**src/rtl/pkt_dispatch_sched.sv**
```systemverilog
// Packet dispatch scheduler: round-robin credit grant, channel stamping, tag push.
// Define PKT_DISPATCH_ERRCNT_EN to count dropped orphan beats on err_count_o.
module pkt_dispatch_sched #(
  parameter int NCOUNT  = 4,
  parameter int CREDITS = 1,
  parameter int TAGW    = 8
) (
  input  logic              clock_i,
  input  logic              reset_n_i,
  input  logic [63:0]       in_data_i,
  input  logic              in_valid_i,
  input  logic              in_sop_i,
  input  logic              in_eop_i,
  output logic              in_ready_o,
  output logic [63:0]       out_data_o,
  output logic              out_valid_o,
  output logic              out_sop_o,
  output logic              out_eop_o,
  output logic [5:0]        out_channel_o,
  input  logic              out_ready_i,
  output logic [TAGW-1:0]   tag_data_o,
  output logic              tag_valid_o,
  input  logic              tag_ready_i,
  input  logic [NCOUNT-1:0] done_i,
  output logic [15:0]       err_count_o
);

  localparam int PW = (NCOUNT > 1) ? $clog2(NCOUNT) : 1;

  typedef enum logic [1:0] {
    IDLE,
    PICK,
    STREAM
  } state_e;

  state_e          state_q;
  logic [2:0]      cred_q [NCOUNT];
  logic [2:0]      cred_d [NCOUNT];
  logic [PW-1:0]   ptr_q;
  logic [PW-1:0]   gidx;
  logic            gfound;
  logic            grant;
  logic [5:0]      chan_q;
  logic            live_q;
  logic            idle;
  logic            stream;
  logic            drop;

  assign idle   = (state_q == IDLE);
  assign stream = (state_q == STREAM);
  // live_q keeps in_ready low while reset is held or just released
  assign drop   = idle & live_q & in_valid_i & ~in_sop_i;

  always_comb begin
    int c;
    logic [PW-1:0] ci;
    c      = 0;
    ci     = '0;
    gfound = 1'b0;
    gidx   = '0;
    for (int k = 1; k <= NCOUNT; k++) begin
      c = int'(ptr_q) + k;
      if (c >= NCOUNT) c = c - NCOUNT;
      ci = PW'(c);
      if (!gfound && cred_q[ci] != 3'd0) begin
        gfound = 1'b1;
        gidx   = ci;
      end
    end
  end

  assign grant = (state_q == PICK) & gfound & tag_ready_i;

  always_comb begin
    logic g;
    g = 1'b0;
    for (int i = 0; i < NCOUNT; i++) begin
      cred_d[i] = cred_q[i];
      g = grant && (gidx == PW'(i));
      if (g && !done_i[i])
        cred_d[i] = cred_q[i] - 3'd1;
      else if (!g && done_i[i] && cred_q[i] < 3'(CREDITS))
        cred_d[i] = cred_q[i] + 3'd1;
    end
  end

  always_ff @(posedge clock_i or negedge reset_n_i) begin
    if (!reset_n_i) begin
      state_q <= IDLE;
      ptr_q   <= PW'(NCOUNT - 1);
      chan_q  <= '0;
      live_q  <= 1'b0;
      for (int i = 0; i < NCOUNT; i++)
        cred_q[i] <= 3'(CREDITS);
    end else begin
      live_q <= 1'b1;
      for (int i = 0; i < NCOUNT; i++)
        cred_q[i] <= cred_d[i];
      unique case (state_q)
        IDLE: begin
          if (in_valid_i && in_sop_i)
            state_q <= PICK;
        end
        PICK: begin
          if (grant) begin
            ptr_q   <= gidx;
            chan_q  <= 6'(gidx);
            state_q <= STREAM;
          end
        end
        STREAM: begin
          if (in_valid_i && out_ready_i && in_eop_i)
            state_q <= IDLE;
        end
        default: state_q <= IDLE;
      endcase
    end
  end

  assign in_ready_o    = stream ? out_ready_i : drop;
  assign out_data_o    = in_data_i;
  assign out_valid_o   = stream & in_valid_i;
  assign out_sop_o     = stream & in_valid_i & in_sop_i;
  assign out_eop_o     = stream & in_valid_i & in_eop_i;
  assign out_channel_o = chan_q;
  assign tag_valid_o   = grant;
  assign tag_data_o    = grant ? TAGW'(gidx) : '0;

`ifdef PKT_DISPATCH_ERRCNT_EN
  logic [15:0] err_q;

  always_ff @(posedge clock_i or negedge reset_n_i) begin
    if (!reset_n_i)
      err_q <= '0;
    else if (drop && err_q != 16'hFFFF)
      err_q <= err_q + 16'd1;
  end

  assign err_count_o = err_q;
`else
  assign err_count_o = '0;
`endif

endmodule

```
**config.mk**
```make
export PLATFORM = sky130hd
export DESIGN_NAME = pkt_dispatch_sched
export DESIGN_NICKNAME = d
export VERILOG_FILES = /design/src/rtl/pkt_dispatch_sched.sv
export SDC_FILE = /design/constraint.sdc
export NUM_CORES = 1
export LEC_CHECK = 0
export CAP_MARGIN = 30
export CELL_PAD_IN_SITES_DETAIL_PLACEMENT = 0
export CELL_PAD_IN_SITES_GLOBAL_PLACEMENT = 1
export CORE_MARGIN = 2
export CORE_UTILIZATION = 19
export DETAILED_ROUTE_END_ITERATION = 16
export PLACE_DENSITY_LB_ADDON = 0.1
export SLEW_MARGIN = 40
export SYNTH_ARGS = -nofsm -noshare
export SYNTH_HDL_FRONTEND = slang
export SYNTH_SLANG_ARGS = --single-unit
```
**constraint.sdc**
```tcl
create_clock -name clock_i -period 2.3 [get_ports clock_i]
set_input_delay 0.46 -clock clock_i [delete_from_list [all_inputs] [get_ports clock_i]]
set_output_delay 0.46 -clock clock_i [all_outputs]
set_load 0.01 [all_outputs]
```
# ---- Word-level counts from Yosys, hierarchy flattened
# Cells that the tools add are included.
dict set report totals {
  romBits 0
  ram_bits 0
  word_cells 140
  latchBits 0
  inputBits 75
  ff_bits 19
  out_inout_bits 99
  mem_count 0
}
dict set report op_classes {
  n_lt_le_gt_ge 12
  addsub 16
  div 0
  mux 38
  shifts 0
  reduce_logical 45
  n_mul 0
  n_bitwise 13
  eq_ne 8
}
# op n
set ops {}
lappend ops {{3-bit two-way mux} 16}
lappend ops {{3-bit binary-select mux with 2-bit select} 4}
lappend ops {{2-bit two-way mux} 12}
lappend ops {{1-bit logical AND} 22}
lappend ops {{3-bit greater-or-equal comparator, second input constant} 7}
lappend ops {{3-bit by 1-bit adder with 3-bit output, second input constant} 4}
lappend ops {{3-bit by 1-bit less-than comparator with 1-bit output, second input constant} 4}
lappend ops {{2-bit NOT with 3-bit output} 4}
lappend ops {{3-bit nonzero test} 4}
lappend ops {{3-bit by 1-bit subtractor with 3-bit output, second input constant} 4}
lappend ops {{1-bit zero test} 11}
lappend ops {{1-bit bitwise AND} 8}
lappend ops {{2-bit nonzero test} 4}
lappend ops {{2-bit by 1-bit subtractor with 2-bit output, second input constant} 4}
lappend ops {{2-bit by 2-bit adder with 3-bit output, second input constant} 2}
lappend ops {{2-bit == test, second input constant} 3}
lappend ops {{2-bit case mux with 3 select lines} 1}
lappend ops {{1-bit two-way mux} 5}
lappend ops {{2-bit by 3-bit adder with 4-bit output, second input constant} 1}
lappend ops {{2-bit by 1-bit == test with 1-bit output, second input constant} 2}
lappend ops {{4-bit by 3-bit greater-or-equal comparator with 1-bit output, second input constant} 1}
lappend ops {{2-bit zero test} 2}
lappend ops {{2-bit by 1-bit inequality test with 1-bit output, second input constant} 2}
lappend ops {{2-bit by 1-bit adder with 3-bit output, second input constant} 1}
lappend ops {{4 further kinds} 4}

# ---- Depth between registers and ports, before layout
# Gate-level depths: netlist (run 1).
dict set report depth {
  word_depth 26
  mapped_depth 7
  mapped_depth_nobuf 6
}

# ---- Worst setup path before layout (run 1)
# Ideal clock, no wire load.
dict set report synth_timing {
  path_kind {reg2out}
  startpoint {register cred_q[10] in the netlist's numbering}
  endpoint {output tag_data_o[1]}
  arrival_time_ns 1.729
  required_time_ns 1.840
  slack_ns 0.111
  stages_incl_launch_ff 5
  path_buffers 0
  path_cell_list {dfrtp_1 > or3_4 > o211a_4 > or3_4 > nor2_1}
}
dict set report synth_between {
  elab_chain_len 17
  elab_cells_between_ends 33
  classes_between {21 x mux; 2 x bitwise; 10 x reduce/logical}
}
# item line
set synth_rtl {}
lappend synth_rtl {{from (decl)} 37} ;# logic [2:0] cred_q [NCOUNT];
lappend synth_rtl {{from (signal, indexed assignment)} 94} ;# cred_q[i] <= 3'(CREDITS);
lappend synth_rtl {{from (signal, indexed assignment)} 98} ;# cred_q[i] <= cred_d[i];
lappend synth_rtl {{3-bit binary-select mux with 2-bit select} 65} ;# if (!gfound && cred_q[ci] != 3'd0) begin
lappend synth_rtl {{3-bit two-way mux (implied by the code) (2 in series)} 65}
lappend synth_rtl {{3-bit nonzero test} 65}
lappend synth_rtl {{1-bit two-way mux} 65}
lappend synth_rtl {{1-bit zero test} 65}
lappend synth_rtl {{1-bit logical AND} 65}
lappend synth_rtl {{1-bit two-way mux} 65}
lappend synth_rtl {{1-bit zero test} 65}
lappend synth_rtl {{1-bit logical AND} 65}
lappend synth_rtl {{1-bit two-way mux} 65}
lappend synth_rtl {{1-bit zero test} 65}
lappend synth_rtl {{1-bit logical AND} 65}
lappend synth_rtl {{1-bit two-way mux} 65}
lappend synth_rtl {{1-bit bitwise AND (2 in series)} 72} ;# assign grant = (state_q == PICK) & gfound & tag_ready_i;
lappend synth_rtl {{2-bit two-way mux *} 127} ;# assign tag_data_o = grant ? TAGW'(gidx) : '0;
lappend synth_rtl {{to (decl)} 21} ;# output logic [TAGW-1:0] tag_data_o,
# Mark *: on every way between the ends. The rest lies on a longest branch, timed or not. The select of a mux whose other input is x is not followed.

# ---- Worst setup path in the final report (run 1)
dict set report layout_timing {
  startpoint {register cred_q[9] in the netlist's numbering}
  endpoint {register cred_q[10] in the netlist's numbering}
}
dict set report layout_between {
  elab_chain_len 21
  elab_cells_between_ends 44
  classes_between {2 x add/sub; 1 x order compare; 22 x mux; 2 x bitwise; 17 x reduce/logical}
}
# item line
set layout_rtl {}
lappend layout_rtl {{3-bit binary-select mux with 2-bit select} 65}
lappend layout_rtl {{3-bit two-way mux (implied by the code) (2 in series)} 65}
lappend layout_rtl {{3-bit nonzero test} 65}
lappend layout_rtl {{1-bit two-way mux} 65}
lappend layout_rtl {{1-bit zero test} 65}
lappend layout_rtl {{1-bit logical AND} 65}
lappend layout_rtl {{1-bit two-way mux} 65}
lappend layout_rtl {{1-bit zero test} 65}
lappend layout_rtl {{(+2 left out)} n/a}
lappend layout_rtl {{1-bit zero test} 65}
lappend layout_rtl {{1-bit logical AND} 65}
lappend layout_rtl {{1-bit two-way mux} 65}
lappend layout_rtl {{1-bit bitwise AND (2 in series)} 72}
lappend layout_rtl {{1-bit logical AND} 79} ;# g = grant && (gidx == PW'(i));
lappend layout_rtl {{1-bit zero test} 82} ;# else if (!g && done_i[i] && cred_q[i] < 3'(CREDITS))
lappend layout_rtl {{1-bit logical AND (2 in series)} 82}
lappend layout_rtl {{2-bit nonzero test (no source line)} n/a}
# Several ways; a longest one is shown, not always the timed one. The select of a mux whose other input is x is not followed.
# A chain may end at the register's enable or synchronous reset.

==> results by group, run 1 <==
Yosys
  – Post-synth EDFFs: 0
  – Sequential area share after synthesis: 24.5%
  – Share of the synthesized area in the top cell type: between 30% and 40%
  – Distinct cells, synth: between 40 and 50
  – Syn Inst Count: ~220
  – Post-Syn Area: approximately 0.002 mm²
  – Post-synth ARST share: between 90% and 100%
  – Avg Inst Size Synth: 8.81 µm²
  – Commonest cells in the synthesized netlist: 91 x buf_4, 13 x dfrtp_1, 12 x inv_1, 10 x nor2_1
  – Cell accounting for the most synthesized area: buf_4
  – Yosys reg bits: 19
  – Area contributors post-synth: buf_4 35%, dfrtp_1 16%, dfstp_2 8.0%
  – Synth Flop Type: dfrtp_1
  – Most numerous cell in the Yosys netlist: buf_4
  – Yosys warnings: 0

STA
  – Final Hold Viols: 0
  – Setup TNS: -0.215 ns
  – Fin Clk Skew: roughly 0.0078 ns
  – Final WS setup: -0.106 ns
  – RSZ-0062 raised after global routing: true
  – Slew Limit Fails: 0
  – Peak Freq: 416 MHz
  – Setup Viol. Count Final: 4
  – Crit path time final: roughly 2.4 ns
  – Final Cycle Share: 105%

Setup path
  – Critical-path maximum fanout: 4
  – Critical-path cell list: or3_4, o211a_4, or3_4, buf_4, a311o_1, o311ai_2
  – CP Class: flip-flop to flip-flop
  – Worst Path Buf+Inv: 1
  – Critical Path AT: approximately 2.6 ns
  – Slowest cell delay on critical path: between 0.4 and 0.5 ns
  – Cell family with most CP delay: compound AO/OA/AOI/OAI gates
  – Most used cell along the critical path: or3_4
  – Critical Path Sink Type: flip-flop
  – WP data required: 2.44 ns
  – Slowest-stage cell, CP: or3_4
  – Crit start category: flip-flop

Power
  – Worst vdd ir: 0.370 mV
  – P_sw: roughly 1100 µW
  – Pwr Density: roughly 1100 mW/mm²
  – Switching Share: a little over two fifths
  – Internal power: about 1500 µW
  – Sequential power share: 25.8%
  – LEAKAGE: around 0.0011 µW
  – Logic pwr share: 64.6%
  – Clock power share: about a tenth
  – Tot Pwr: 2510 µW

CTS
  – CTS tree: yes
  – Clk pin slew, worst setup/hold paths: 0.07 ns
  – CTS H-tree depth: 1
  – Clock Latency Late Sink: about 0.26 ns
  – Clock root cell: clkbuf_8
  – Clock buffer depth: 2
  – Total CTS buffers: 3
  – Clk sink count: 19

Die
  – Die height: approximately 110 µm
  – DIE WIDTH: approximately 110 µm
  – Io pins: around 170
  – # rows: 37
  – Die area: roughly 0.011 mm²
  – Starting Density: about 19%
  – CORE AREA: ~0.010 mm²

Run status
  – Violated checks: negative setup slack
  – Status: finished with violations

Global routing
  – Pin count of the biggest net entering global routing: 20
  – Tot GR Track Use: 8.56%
  – First-pass GRT wire length: approximately 7500 µm
  – Remaining Overflow, GRT: 0
  – Initial antenna violation count: 0
  – Number of global-route vias before repair: between 1k and 1.5k

Route
  – Starting DRC count in detailed routing: 41
  – Wirelength, routed: 4800 µm
  – Vias/cell: roughly 3.9
  – Final ANT Viol Nets: 0
  – Routed WL per cell: about 14 µm
  – Post-route DRC: 0
  – Drt first pass iters: 4
  – Routed via count: about 1.4k

Flow run
  – Max-cap violations: 0

Final layout
  – Sequential cell area: 483 µm²
  – Share of cells above drive strength 1: 36.2%
  – Number of diodes: 0
  – Area of the multi-input gates: around 950 µm²
  – Design area: between 0.002 and 0.0025 mm²
  – Fill count: 1,132
  – Total Nets Final: 302
  – Area grow syn2layout: 11.7%

Placed design
  – HPWL after DPL: about 3700 µm
  – Routability Congestion: 0.770
  – Port Buf Inserts: 19
  – Placed cell areas: 0.00197 mm²

Worst hold path
  – Hold Crit Class: flip-flop to flip-flop
## cells in the final DEF, fill, tap and decap left out, drive strengths merged, types with 4 or more instances in the layout
cell,instances
buf,43
conb,27
dfrtp,13
inv,12
clkdlybuf4s50,12
nor2,10
mux2i,8
ha,8
dfstp,6
or3,5
a31oi,5
nand2,5
nor3,5
nor2b,4
a21oi,4
nand4,4
and3,4
clkbuf,4
## layer usage
layer | part of all wire, % | vias to the layer above | track usage (%)
met4 | 1.5 | 0 | 3.10
met3 | 7.1 | 8 | 2.88
met2 | 48 | 44 | 14.0
li1 | - | 647 | -
met1 | 44 | 670 | 10.5
met5 | 0 | - | 0
## power groups by stage
stage / clock [µW] / combinational (µW) / sequential [µW]
floorplan: 0 / 855 / 675
global placement: 0 / 1410 / 638
detailed placement: 0 / 1410 / 638
CTS: 261 / 1490 / 642
global route: 277 / 1780 / 666
finish: 240 / 1620 / 647
## path summary, 6_finish.rpt
kind / startpoint / end / slack [ns] / depth (start not counted)
setup / recovery: cred_q[9] / cred_q[10] / -0.11 / 6
hold / removal: out_channel_o[1] / out_channel_o[1] / 0.49 / 1
setup reg to reg: cred_q[9] / cred_q[10] / -0.11 / 6
hold reg to reg: out_channel_o[1] / out_channel_o[1] / 0.49 / 1
max in group asynchronous: reset_n_i / cred_q[0] / 1.44 / 2
min in group asynchronous: reset_n_i / state_q[0] / 0.57 / 2
## per-stage QoR
stage | setup WS [ns] | std cells | utilization, % | hold slack (ns)
detailed placement | -0.304 | 344 | 19.4 | 0.470
floorplan | 0.111 | 249 | - | 0.164
global placement | -0.301 | 344 | 19.4 | 0.463
global route | -0.137 | 354 | 21.7 | 0.503
CTS | -0.126 | 351 | 20.7 | 0.492
finish | -0.106 | 354 | 21.7 | 0.487
## flip-flops by register name, summed over array words and instances, names as in the netlist
name,count
state_q,2
cred_q,12
ptr_q,2
live_q,1
out_channel_o,2
## layout make-up
class	count	share of cell area (%)
Inverter	12	2.04
Clock buffer	4	2.04
Multi-Input combinational cell	124	42.9
Timing Repair Buffer	59	23.4
Sequential cell	19	21.9
Tap cell	136	7.71
## repair_timing
item,in CTS,in global routing
pin swaps,5,8
endpoints found under the setup margin,12,13
setup buffers,3,3
resized for setup,29,18
hold buffers,0,0
## cells by family after synthesis
| logic type | share of synthesized area (%) |
|---|---|
| buf+inv | 38.2 |
| simple gates | 14.0 |
| compound gates | 13.2 |
| flops | 24.5 |
| mux | 4.63 |
| fa+ha+maj | 5.07 |
| other cells | 0.380 |
(Power assumes the default switching activity.)
==> run 2, diff against run 1 <==
SETUP_SLACK_MARGIN = 0.3   (was default)
==> results by group, run 2 (same netlist as run 1, synthesis figures left out) <==
Run status
  – Status: finished with violations
  – Violated checks: negative setup slack

Final layout
  – Sequential cell area: 483 µm²
  – Total Nets Final: ~310
  – Commonest non-fill, non-tap cell in the layout: buf_4
  – Area grow syn2layout: 17.4%
  – Top reg by flops: cred_q
  – Share of cells above drive strength 1: a little over 40%
  – Number of diodes: 0
  – Fill count: between 1k and 1.5k
  – Max reg flops: 12
  – Commonest non-fill, non-tap cells in the layout: 34 x buf_4, 27 x conb_1, 13 x dfrtp_1, 13 x buf_6, 11 x inv_1
  – Area of the multi-input gates: ~1000 µm²
  – Finished Core Util: between 20% and 30%

Setup path
  – Slowest-stage cell, CP: or3_4
  – Slowest cell delay on critical path: about 0.40 ns
  – WP data required: ~1.8 ns
  – Critical-path cell list: or3_4, o211a_4, or3_4, nor2_4, buf_6
  – Critical Path Sink Type: output pin
  – Critical Path AT: around 1.9 ns
  – CP Class: flip-flop to output pin
  – Critical-path maximum fanout: 3
  – Worst r2r src: cred_q[6]
  – Critical Path Start: cred_q[6]
  – Crit start category: flip-flop
  – Most used cell along the critical path: or3_4

Power
  – Pwr Density: around 1100 mW/mm²
  – P_sw: ~1100 µW
  – Logic pwr share: 66.2%
  – Sequential power share: 24.6%
  – Worst vdd ir: 0.293 mV
  – Clock power share: 9.2%
  – Switching Share: 42.0%
  – Internal power: 1510 µW
  – LEAKAGE: 0.00109 µW

Route
  – Routed WL per cell: around 13 µm
  – Vias/cell: approximately 3.8
  – Post-route DRC: 0
  – Wirelength, routed: approximately 4700 µm
  – Final ANT Viol Nets: 0
  – Starting DRC count in detailed routing: 37
  – Drt first pass iters: 6
  – Routed via count: 1,374

Flow run
  – Max-cap violations: 0

CTS
  – Clock root cell: clkbuf_8
  – Clock buffer depth: 2
  – Total CTS buffers: 3
  – CTS H-tree depth: 1
  – CTS tree: yes
  – Clock Latency Late Sink: approximately 0.26 ns
  – Clk sink count: 19
  – Hold Buf Count CTS: 0
  – Clk pin slew, worst setup/hold paths: 0.08 ns

Global routing
  – Tot GR Track Use: approximately 8.7%
  – Number of global-route vias before repair: 1,429
  – Pin count of the biggest net entering global routing: 20
  – First-pass GRT wire length: approximately 7700 µm
  – Initial antenna violation count: 0
  – Remaining Overflow, GRT: 0

Die
  – Starting Density: between 10% and 20%
  – DIE WIDTH: between 100 and 150 µm
  – # rows: 37
  – CORE AREA: 0.0102 mm²
  – Die area: between 0.01 and 0.015 mm²
  – Io pins: approximately 170
  – Die height: approximately 110 µm

STA
  – Fin Clk Skew: around 0.012 ns
  – Peak Freq: ~420 MHz
  – Fin Hold WS: ~0.49 ns
  – RSZ-0062 raised after global routing: true
  – Final Cycle Share: 103%
  – Crit path time final: 2.36 ns
  – Final Hold Viols: 0
  – Setup Viol. Count Final: 4
  – Final WS setup: -0.0592 ns
  – Slew Limit Fails: 0

Placed design
  – Pre-CTS WS: -0.195 ns
  – HPWL after DPL: roughly 3700 µm
  – Routability Congestion: ~0.70
  – Port Buf Inserts: 19

Worst hold path
  – Hold Crit Class: flip-flop to flip-flop
  – Hold_sp: out_channel_o[1]
run 2: cell count changes in the layout (fill, tap and decap cells not counted), sizes merged:
cell / previous run / this run
buf: 43 / 49
clkbuf: 4 / 5
clkdlybuf4s15: 0 / 1
clkdlybuf4s50: 12 / 10
clkinv: 0 / 1
dlygate4sd2: 1 / 0
dlymetal6s2s: 3 / 2
run 2: layout make-up:
class | instances | area share, %
well taps | 136 | 7.34
flip-flops and latches | 19 | 20.8
multi-input cells | 124 | 43.1
clock inverters | 1 | 0.216
clock buffers | 3 | 1.78
inverters | 12 | 2.27
repair buffers | 64 | 24.5
run 2: metal layers:
layer	GRT usage (%)	wire length [µm]	part of all wire (%)
met4	4.89	131	2.8
met2	13.8	2330	49
met5	0	0	0
met3	2.27	275	5.8
met1	10.8	1990	42
run 2: worst max-delay path, delay by kind of cell, from the launching register on:
family	cells	cell delay, ns
compound gates	1	0.26
buf+inv	1	0.11
flops	1	0.38
simple gates	3	0.89
run 2: through the flow:
| stage | total power (µW) | cells | TNS [ns] | instance area (µm²) |
|---|---|---|---|---|
| floorplan | 1570 | 249 | 0 | 2110 |
| global placement | 2070 | 346 | -0.660 | 2030 |
| detailed placement | 2080 | 346 | -0.764 | 2030 |
| CTS | 2590 | 358 | -0.229 | 2280 |
| global route | 2840 | 359 | -0.615 | 2320 |
| finish | 2600 | 359 | -0.141 | 2320 |
run 2: power groups by stage:
stage,Sequential [µW],Combinational [µW],Clock [µW]
after floorplan,681,889,0
after global placement,642,1430,0
after detailed placement,645,1440,0
after CTS,639,1700,256
after global routing,667,1900,268
final,640,1720,239
run 2: timing repair:
| item | CTS | global route |
|---|---|---|
| buffers inserted | 8 | 1 |
| endpoints found under the hold margin | 0 | 0 |
| pin swaps | 12 | 7 |
| setup endpoints to repair | 19 | 20 |
| resized for setup | 55 | 11 |
run 2: final timing paths:
kind                                     to  slack [ns]  depth (start not counted)
setup / recovery              tag_data_o[1]       -0.06                          5
hold / removal             out_channel_o[1]        0.49                          1
setup reg to reg                 cred_q[10]       -0.04                          7
hold reg to reg            out_channel_o[1]        0.49                          1
max in group asynchronous         cred_q[3]        1.44                          2
min in group asynchronous         cred_q[2]        0.56                          2
==> run 3, diff against run 2 <==
PLACE_DENSITY_LB_ADDON = 0.15   (was 0.1)
==> results by group, run 3 (same netlist as run 1, synthesis figures left out) <==
STA
  – Crit path time final: approximately 2.4 ns
  – Max-slew headroom: about three fifths
  – Setup Viol. Count Final: 5
  – Worst slew pin tran: 0.567 ns
  – Final WS setup: -0.0804 ns
  – Slew Limit Fails: 0
  – Peak Freq: 420 MHz
  – RSZ-0062 raised after global routing: true
  – Fin Clk Skew: roughly 0.0073 ns
  – Final Hold Viols: 0
  – Final Cycle Share: 103%

Final layout
  – Fill count: 1,124
  – Share of cells above drive strength 1: between 40% and 50%
  – Area grow syn2layout: 23.8%
  – Commonest non-fill, non-tap cell in the layout: buf_4
  – Total Nets Final: approximately 310
  – Max reg flops: 12
  – Commonest non-fill, non-tap cells in the layout: 33 x buf_4, 27 x conb_1, 19 x buf_6, 13 x dfrtp_1
  – Top reg by flops: cred_q
  – Number of diodes: 0
  – Finished Core Util: between 20% and 30%

Global routing
  – First-pass GRT wire length: between 7000 and 8000 µm
  – Tot GR Track Use: between 8 and 9%
  – Number of global-route vias before repair: 1,424
  – Remaining Overflow, GRT: 0
  – Initial antenna violation count: 0
  – Pin count of the biggest net entering global routing: 20

Run status
  – Violated checks: negative setup slack
  – Status: finished with violations

Flow run
  – Max-cap violations: 0

Setup path
  – Critical Path AT: about 1.9 ns
  – Crit start category: flip-flop
  – Critical-path maximum fanout: 3
  – CP Class: flip-flop to output pin
  – Critical Path Sink Type: output pin
  – WP data required: about 1.8 ns

Die
  – CORE AREA: 0.0102 mm²
  – Die area: ~0.011 mm²
  – Starting Density: about a fifth
  – DIE WIDTH: 106 µm
  – Io pins: about 170
  – Die height: roughly 110 µm
  – # rows: 37

Placed design
  – Routability Congestion: approximately 0.70
  – Port Buf Inserts: 19
  – HPWL after DPL: ~3300 µm

Route
  – Post-route DRC: 0
  – Final ANT Viol Nets: 0
  – Drt first pass iters: 4
  – Starting DRC count in detailed routing: between 40 and 50
  – Vias/cell: approximately 3.8
  – Routed via count: 1,381
  – Wirelength, routed: roughly 4600 µm
  – Routed WL per cell: ~13 µm

Worst hold path
  – Hold Crit Class: flip-flop to flip-flop

CTS
  – CTS H-tree depth: 1
  – Clock root cell: clkbuf_8
  – Hold Buf Count CTS: 0
  – Clk pin slew, worst setup/hold paths: 0.08 ns
  – Clk sink count: 19
  – Clock buffer depth: 2
  – Clock Latency Late Sink: between 0.2 and 0.3 ns
  – Total CTS buffers: 3
  – CTS tree: yes

Power
  – Pwr Density: approximately 1200 mW/mm²
  – LEAKAGE: between 0.001 and 0.0015 µW
  – Tot Pwr: approximately 3000 µW
  – Worst vdd ir: about 0.33 mV
==> run 3: cell count changes in the layout (fill, tap and decap cells not counted), sizes merged <==
cell | previous run | this run
clkdlybuf4s50 | 10 | 11
dlygate4sd2 | 0 | 3
clkdlybuf4s15 | 1 | 0
buf | 49 | 55
clkbuf | 5 | 3
dlymetal6s2s | 2 | 1
==> run 3: routing by layer <==
metal / vias up / part of all wire [%] / routed length, µm / track usage, %
li1: 667 / - / - / -
met1: 678 / 42 / 1950 / 10.5
met2: 34 / 52 / 2390 / 14.4
met3: 2 / 5.6 / 258 / 1.72
met4: 0 / 0.54 / 25 / 2.63
met5: - / 0 / 0 / 0
==> run 3: repair_timing <==
item                       CTS  global route
gates cloned                 0             0
resized for setup           63            11
buffers inserted            17             4
pin swaps                   19            13
setup endpoints to repair   19            18
==> run 3: final timing paths <==
check / endpoint / cells after the start / start / slack [ns]
worst min-delay path: out_channel_o[0] / 1 / out_channel_o[0] / 0.50
worst max register to register: cred_q[10] / 7 / cred_q[8] / -0.03
max in group asynchronous: cred_q[3] / 2 / reset_n_i / 1.47
worst max-delay path: tag_data_o[1] / 5 / cred_q[8] / -0.08
worst min register to register: out_channel_o[0] / 1 / out_channel_o[0] / 0.50
min in group asynchronous: out_channel_o[1] / 2 / reset_n_i / 0.55
==> run 3: area by class of cell <==
cell class              instances  area [µm²]  area share [%]
well taps                     136         170            6.96
inverters                      12        50.0            2.05
clock inverters                 1        5.00           0.205
repair buffers                 70         646            26.4
clock buffers                   3        41.3            1.69
multi-input cells             124        1050            42.9
flip-flops and latches         19         483            19.8
==> run 3: through the flow <==
stage | cell area [µm²] | setup TNS, ns | setup WS [ns] | std cells | hold WS (ns)
6_report | 2440 | -0.175 | -0.0804 | 365 | 0.497
5_1_grt | 2440 | -0.795 | -0.142 | 365 | 0.525
3_5_place_dp | 1980 | -0.642 | -0.196 | 340 | 0.483
2_1_floorplan | 2110 | 0 | 0.250 | 249 | 0.164
4_1_cts | 2360 | -0.244 | -0.0936 | 361 | 0.495
3_3_place_gp | 1980 | -0.736 | -0.194 | 340 | 0.474
==> run 3: critical path, cell delays in order (launching register included) <==
cell and delay (ns):
dfrtp_1 0.40, or3_4 0.40, o211a_4 0.27, or3_4 0.38
nor2_4 0.11, buf_6 0.11
==> run 3: where the power goes <==
group	switching (µW)	total, µW	internal (µW)
clock network	124	244	121
registers	112	631	519
logic	978	2080	1110
